==> config.mk <==
export PLATFORM = sky130hd
export DESIGN_NAME = vending_machine_param_flat
export DESIGN_NICKNAME = d
export VERILOG_FILES = /design/src/rtl/vm_pkg.sv /design/src/rtl/vending_machine_param_if.sv /design/src/rtl/vm_coin_decode.sv /design/src/rtl/vending_machine_param.sv /design/src/flat_wrapper.sv
export SDC_FILE = /design/constraint.sdc
export NUM_CORES = 1
export LEC_CHECK = 0
export ABC_AREA = 1
export CELL_PAD_IN_SITES_DETAIL_PLACEMENT = 1
export CELL_PAD_IN_SITES_GLOBAL_PLACEMENT = 1
export CORE_ASPECT_RATIO = 1.25
export CORE_MARGIN = 2
export CORE_UTILIZATION = 38
export DETAILED_ROUTE_END_ITERATION = 8
export PLACE_DENSITY_LB_ADDON = 0.12
export SYNTH_ARGS = -nofsm -noshare
export SYNTH_HDL_FRONTEND = slang
export SYNTH_HIERARCHICAL = 1
export SYNTH_SLANG_ARGS = --single-unit
==> constraint.sdc <==
create_clock -name clk -period 2.2 [get_ports clk]
set_input_delay 0.22 -clock clk [delete_from_list [all_inputs] [get_ports clk]]
set_output_delay 0.22 -clock clk [all_outputs]
set_load 0.05 [all_outputs]
==> src/rtl/vm_pkg.sv <==
// Shared types and constants for the parameterised vending machine.
// No logic, so no latency.
// No flow control lives here.
package vm_pkg;

   // Controller states
   typedef enum logic [1:0] {
      IDLE    = 2'd0,
      COLLECT = 2'd1,
      VEND    = 2'd2,
      PAYOUT  = 2'd3
   } vm_state_t;

   // Accepted coin denominations, as presented on coin_value
   localparam logic [2:0] COIN_1 = 3'd1;
   localparam logic [2:0] COIN_3 = 3'd3;
   localparam logic [2:0] COIN_5 = 3'd5;

endpackage

==> src/rtl/vending_machine_param_if.sv <==
// Buyer/payout-side signal bundle of the vending machine.
// No logic, so no latency.
// Change payout is valid/ready: change_valid is held until change_ready.
interface vending_machine_param_if #(
   parameter int CREDIT_W = 4
);
   logic                coin_valid;
   logic [2:0]          coin_value;
   logic                cancel;
   logic                restock;
   logic                change_ready;
   logic                ship;
   logic                coin_reject;
   logic                change_valid;
   logic [CREDIT_W-1:0] change_amt;
   logic                is_refund;
   logic [CREDIT_W-1:0] credit;
   logic                sold_out;

   // Machine side
   modport slave (
      input  coin_valid, coin_value, cancel, restock, change_ready,
      output ship, coin_reject, change_valid, change_amt, is_refund, credit, sold_out
   );

   // Buyer / payout mechanism side
   modport master (
      output coin_valid, coin_value, cancel, restock, change_ready,
      input  ship, coin_reject, change_valid, change_amt, is_refund, credit, sold_out
   );
endinterface

==> src/rtl/vm_coin_decode.sv <==
// Coin decoder: flags legal denominations and maps them to credit units.
// Purely combinational, zero cycles.
// No flow control; illegal codes decode to amount 0.
module vm_coin_decode
   import vm_pkg::*;
#(
   parameter int CREDIT_W = 4
)(
   input  logic [2:0]          i_coin_value,
   output logic                o_legal,
   output logic [CREDIT_W-1:0] o_amount
);

   // Legality check and value mapping
   always_comb begin
      o_legal  = 1'b0;
      o_amount = '0;
      case (i_coin_value)
         COIN_1: begin o_legal = 1'b1; o_amount = CREDIT_W'(COIN_1); end
         COIN_3: begin o_legal = 1'b1; o_amount = CREDIT_W'(COIN_3); end
         COIN_5: begin o_legal = 1'b1; o_amount = CREDIT_W'(COIN_5); end
         default: begin o_legal = 1'b0; o_amount = '0; end
      endcase
   end

endmodule

==> src/rtl/vending_machine_param.sv <==
// Single-item vending machine: collects coins, ships, pays change or refunds.
// All outputs registered; ship appears the cycle after the credit reaches PRICE.
// Change payout holds change_valid/amt/is_refund until change_ready; coins are rejected meanwhile.
module vending_machine_param
   import vm_pkg::*;
#(
   parameter int PRICE     = 7,
   parameter int STOCK_MAX = 15,
   parameter int CREDIT_W  = $clog2(PRICE + 5)
)(
   input  logic                  clk,
   input  logic                  rst,
   vending_machine_param_if.slave bus
);

   localparam int                  STOCK_W = $clog2(STOCK_MAX + 1);
   localparam logic [CREDIT_W-1:0] W_PRICE = CREDIT_W'(PRICE);

   vm_state_t           r_state, w_state_nxt;
   logic [CREDIT_W-1:0] r_credit, w_credit_nxt;
   logic [STOCK_W-1:0]  r_stock, w_stock_nxt;
   logic                r_ship, w_ship_nxt;
   logic                r_reject, w_reject_nxt;
   logic                r_chg_vld, w_chg_vld_nxt;
   logic [CREDIT_W-1:0] r_chg_amt, w_chg_amt_nxt;
   logic                r_refund, w_refund_nxt;
   logic                r_sold_out, w_sold_out_nxt;

   logic                w_coin_legal;
   logic [CREDIT_W-1:0] w_coin_amt;
   logic [CREDIT_W-1:0] w_credit_sum;
   logic [CREDIT_W-1:0] w_change;
   logic                w_coin_ok;

   vm_coin_decode #(.CREDIT_W(CREDIT_W)) u_decode (
      .i_coin_value (bus.coin_value),
      .o_legal      (w_coin_legal),
      .o_amount     (w_coin_amt)
   );

   // A coin is only taken while collecting, in stock, and not being cancelled.
   // Credit stays below PRICE before a coin, so the sum is at most PRICE+4.
   assign w_coin_ok    = bus.coin_valid && w_coin_legal && !bus.cancel && !r_sold_out &&
                         ((r_state == IDLE) || (r_state == COLLECT));
   assign w_credit_sum = r_credit + w_coin_amt;
   assign w_change     = r_credit - W_PRICE;

   // Next-state and next-output computation for every register
   always_comb begin
      w_state_nxt   = r_state;
      w_credit_nxt  = r_credit;
      w_stock_nxt   = r_stock;
      w_ship_nxt    = 1'b0;
      w_reject_nxt  = bus.coin_valid && !w_coin_ok;
      w_chg_vld_nxt = r_chg_vld;
      w_chg_amt_nxt = r_chg_amt;
      w_refund_nxt  = r_refund;

      case (r_state)
         IDLE: begin
            w_credit_nxt = '0;
            if (w_coin_ok) begin
               w_credit_nxt = w_coin_amt;
               w_state_nxt  = (w_coin_amt >= W_PRICE) ? VEND : COLLECT;
            end
         end
         COLLECT: begin
            if (bus.cancel) begin
               w_state_nxt   = PAYOUT;
               w_chg_vld_nxt = 1'b1;
               w_chg_amt_nxt = r_credit;
               w_refund_nxt  = 1'b1;
               w_credit_nxt  = '0;
            end else if (w_coin_ok) begin
               w_credit_nxt = w_credit_sum;
               if (w_credit_sum >= W_PRICE) begin
                  w_state_nxt = VEND;
               end
            end
         end
         VEND: begin
            w_ship_nxt   = 1'b1;
            w_stock_nxt  = r_stock - STOCK_W'(1);
            w_credit_nxt = '0;
            if (w_change != '0) begin
               w_state_nxt   = PAYOUT;
               w_chg_vld_nxt = 1'b1;
               w_chg_amt_nxt = w_change;
               w_refund_nxt  = 1'b0;
            end else begin
               w_state_nxt = IDLE;
            end
         end
         PAYOUT: begin
            if (bus.change_ready) begin
               w_state_nxt   = IDLE;
               w_chg_vld_nxt = 1'b0;
               w_chg_amt_nxt = '0;
               w_refund_nxt  = 1'b0;
            end
         end
         default: begin
            w_state_nxt = IDLE;
         end
      endcase

      // Restock overrides a same-cycle sale decrement
      if (bus.restock) begin
         w_stock_nxt = STOCK_W'(STOCK_MAX);
      end
      w_sold_out_nxt = (w_stock_nxt == '0);
   end

   // State and registered outputs; reset clears a pending sale or payout at once
   always_ff @(posedge clk or posedge rst) begin
      if (rst) begin
         r_state    <= IDLE;
         r_credit   <= '0;
         r_stock    <= STOCK_W'(STOCK_MAX);
         r_ship     <= 1'b0;
         r_reject   <= 1'b0;
         r_chg_vld  <= 1'b0;
         r_chg_amt  <= '0;
         r_refund   <= 1'b0;
         r_sold_out <= 1'b0;
      end else begin
         r_state    <= w_state_nxt;
         r_credit   <= w_credit_nxt;
         r_stock    <= w_stock_nxt;
         r_ship     <= w_ship_nxt;
         r_reject   <= w_reject_nxt;
         r_chg_vld  <= w_chg_vld_nxt;
         r_chg_amt  <= w_chg_amt_nxt;
         r_refund   <= w_refund_nxt;
         r_sold_out <= w_sold_out_nxt;
      end
   end

   assign bus.ship         = r_ship;
   assign bus.coin_reject  = r_reject;
   assign bus.change_valid = r_chg_vld;
   assign bus.change_amt   = r_chg_amt;
   assign bus.is_refund    = r_refund;
   assign bus.credit       = r_credit;
   assign bus.sold_out     = r_sold_out;

endmodule

==> src/flat_wrapper.sv <==
// flat-port wrapper written by rule: the top's interface ports become plain ports
module vending_machine_param_flat import vm_pkg::*;
#(
   parameter int PRICE     = 7,
   parameter int STOCK_MAX = 15,
   parameter int CREDIT_W  = $clog2(PRICE + 5)
)
  (clk, rst, bus_coin_valid, bus_coin_value, bus_cancel, bus_restock, bus_change_ready, bus_ship, bus_coin_reject, bus_change_valid, bus_change_amt, bus_is_refund, bus_credit, bus_sold_out);
  vending_machine_param_if #(.CREDIT_W(CREDIT_W)) bus_i ();
  input  logic clk;
  input  logic rst;
  input wire logic [$bits(bus_i.coin_valid)-1:0] bus_coin_valid;
  input wire logic [$bits(bus_i.coin_value)-1:0] bus_coin_value;
  input wire logic [$bits(bus_i.cancel)-1:0] bus_cancel;
  input wire logic [$bits(bus_i.restock)-1:0] bus_restock;
  input wire logic [$bits(bus_i.change_ready)-1:0] bus_change_ready;
  output wire logic [$bits(bus_i.ship)-1:0] bus_ship;
  output wire logic [$bits(bus_i.coin_reject)-1:0] bus_coin_reject;
  output wire logic [$bits(bus_i.change_valid)-1:0] bus_change_valid;
  output wire logic [$bits(bus_i.change_amt)-1:0] bus_change_amt;
  output wire logic [$bits(bus_i.is_refund)-1:0] bus_is_refund;
  output wire logic [$bits(bus_i.credit)-1:0] bus_credit;
  output wire logic [$bits(bus_i.sold_out)-1:0] bus_sold_out;
  assign bus_i.coin_valid = bus_coin_valid;
  assign bus_i.coin_value = bus_coin_value;
  assign bus_i.cancel = bus_cancel;
  assign bus_i.restock = bus_restock;
  assign bus_i.change_ready = bus_change_ready;
  assign bus_ship = bus_i.ship;
  assign bus_coin_reject = bus_i.coin_reject;
  assign bus_change_valid = bus_i.change_valid;
  assign bus_change_amt = bus_i.change_amt;
  assign bus_is_refund = bus_i.is_refund;
  assign bus_credit = bus_i.credit;
  assign bus_sold_out = bus_i.sold_out;
  vending_machine_param #(.PRICE(PRICE), .STOCK_MAX(STOCK_MAX), .CREDIT_W(CREDIT_W)) u_core (.clk(clk), .rst(rst), .bus(bus_i));
endmodule
==> metrics <==
Die Height=70.0 microns; Async SR Flop Fraction=100%; PD cells=1440 nW/um^2; crit path DAT=2.16 ns; Period minus WS final=1.97 ns; CTS Buffer Depth=2; via/cell ratio=5.12; Fin. Hold Viols=0; Util after Layout=47.7%; Int Pwr=1.12 mW; Gate power share=64.1%; Clock Root Buffer=clkbuf_8; Critical Path Source=bus_coin_value[2]; P_leak=0.824 nW; top cells by count, synth=nand2_1 (51), inv_1 (28), nor2_1 (17); First DRT Iteration DRCs=18; I/O Pins=22; GRT overflow=0; syn avg cell area=7.44 sq um; cell taking the most area after synthesis=dfrtp_1; RSZ-0062 raised after global routing=false; worst reg-to-reg path cell count=9; CP most frequent cell=nand2_1; crit share post-route=89.3%; CTS tree=yes; CTS sink cnt=19; Worst-Skew Late Latency=0.26 ns; sequential power share=25.5%; class of the worst hold path=input pin to asynchronous set/reset pin; Max Slew Vio Count=0; Gate Count Post-Synth=178; final setup violating endpoints=0; reg-to-reg slack, setup=0.41 ns; 1st-pass router iterations=4; TritonCTS Buffers=3; Inserted Diodes=0; skew final=0.00491 ns; Crit-path slowest cell=clkdlybuf4s50_1; worst vdd ir=0.000980 V; max incr delay on CP=0.45 ns; Tightest Pin Transition=0.702 ns; Area growth syn-to-layout=23.3%; Initial Util=38.7%; register bit total from synthesis=19; Worst Path Required=2.40 ns; Switch Pwr=1.24 mW; library cells used by synthesis=28; Final Cell Area=1630 sq um; EDFF count, synth=0; postcts setup bufs=0; status=finished clean; routed wire length=3450 microns; clock share of power=10.4%; Mapped Area=1330 sq um; number of antenna-violating nets in the routed design=0; post-detail-place hpwl=2830 microns; Placed Area=1590 sq um; share of the synthesized area in the top cell type=28.3%; r2r endpoint=u_core/r_state[1]; post-synth net total=197; first-pass GRT wire length=6210 microns; Synth area leaders=dfrtp_1 (28%), nand2_1 (14%), ha_1 (8.5%); vias in the first global route=1,408; Max-Cap Viols=0; antenna violations before repair=0; most frequent cell after synthesis=nand2_1; Clock Pin Slew Worst Setup and Hold Paths=0.08 ns; Net Sw Frac=52.5%; Avg WL per Cell=14.2 microns; layout cell share with drive strength beyond 1=13.7%; Layout Nets=224; Die Wd=56.8 microns; R2R Path Start=u_core/bus.credit[1]; Core ar.=3420 sq um; hold buffer count at CTS=0; crit end category=flop; H-Tree Depth=1; startpoint types=input pin; Slew Limit Headroom=53.1%; hold_ws=0.375 ns; Crit Path Category=input pin to flop; gp weighted congestion=0.924; Synth warnings=6; DRC=0; Fmax=509 MHz; main flop type after synthesis=dfrtp_1; critical path endpoint=u_core/r_state[1]; PortBufs=21; vias=1,244; post-cts resize count=0; FP Rows=24; post-synthesis sequential area ratio=36.3%; die area=3980 sq um; Crit Path Max Fanout=2; CP cell instances=clkdlybuf4s50_1 -> inv_1 -> nand2_1 -> nand2_1 -> ha_1 -> inv_1 -> fa_1 -> nor2_1 -> a21oi_1 -> a21oi_1 -> nand2_1 -> nand2_1; largest net degree at the start of global routing=20; GRT Util Overall=19.4%
layer usage:
| layer | track usage, % | up-vias | share of wire [%] |
|---|---|---|---|
| met2 | 36.7 | 21 | 58 |
| li1 | - | 612 | - |
| met5 | 0 | - | 0 |
| met1 | 22.2 | 605 | 39 |
| met3 | 1.67 | 6 | 2.1 |
| met4 | 7.24 | 0 | 1.1 |
critical path: cells and delay by family:
family,cells,cell delay [ns]
compound gates,2,0.29
fa+ha+maj,2,0.63
buf+inv,3,0.59
simple gates,5,0.42
layout by cell type (no fill, tap or decap), types with 2 or more instances in the layout:
master,n
nand2_1,51
nand2_2,2
dfstp_2,4
nand3_1,10
inv_2,2
a21oi_1,6
clkdlybuf4s50_1,21
nand3_2,2
nor2_1,17
o21ai_0,4
o21ai_2,6
nand4_1,3
clkbuf_8,3
ha_1,9
dfrtp_1,15
buf_4,4
inv_1,28
a31oi_1,5
worst min-delay path by stage:
stage	start	end	slack, ns	cells past startpoint
after floorplan	rst	u_core/bus.change_amt[0]	0.17	1
after global placement	u_core/bus.change_amt[3]	u_core/bus.change_amt[3]	0.46	2
after detailed placement	u_core/bus.change_amt[3]	u_core/bus.change_amt[3]	0.47	2
after CTS	rst	u_core/bus.is_refund	0.41	2
after global routing	rst	u_core/bus.change_valid	0.46	2
final	rst	u_core/bus.change_valid	0.38	2
kinds of logic (layout without fill, tap and decap cells):
kind of cell | count (synthesis) | in the layout | share of synthesized area [%]
xor gates and xnor gates | 2 | 2 | 1.32
and+or+nand+nor | 89 | 89 | 29.4
DFF | 19 | 19 | 36.3
AOI/OAI and AO/OA | 24 | 24 | 12.3
other | 1 | 1 | 0.283
buffers and inverters | 33 | 59 | 10.5
adders and majority gates | 10 | 10 | 10.0
sequential cells by signal (all words and copies together) (netlist names):
register	flops
u_core/bus.change_amt	4
u_core/bus.credit	4
u_core/r_stock	4
u_core/r_state	2
u_core/bus.change_valid	1
u_core/bus.coin_reject	1
u_core/bus.is_refund	1
u_core/bus.ship	1
u_core/bus.sold_out	1
power by group through the flow:
stage / registers (mW) / clock network, mW / logic, mW
after global placement: 0.602 / 0 / 1.47
after detailed placement: 0.613 / 0 / 1.52
after CTS: 0.608 / 0.253 / 1.53
after floorplan: 0.872 / 0 / 0.868
final: 0.602 / 0.246 / 1.51
after global routing: 0.626 / 0.267 / 1.70
metrics by stage:
stage | TNS, ns | cells | setup WS, ns | power [mW]
CTS | 0 | 243 | 0.221 | 2.39
detailed placement | -0.0779 | 239 | -0.0470 | 2.13
global placement | 0 | 239 | 0.0699 | 2.07
floorplan | 0 | 178 | 0.180 | 1.74
global route | 0 | 243 | 0.0127 | 2.59
finish | 0 | 243 | 0.234 | 2.36
layout make-up:
cell class / count / area (sq um)
clock inverter: 1 / 5.00
multi-input combinational: 126 / 706
fill: 444 / 1790
tap: 39 / 48.8
clock buffer: 3 / 41.3
sequential: 19 / 480
timing repair buffer: 25 / 240
inverter: 30 / 113
Power figures use the tool's default switching activity.
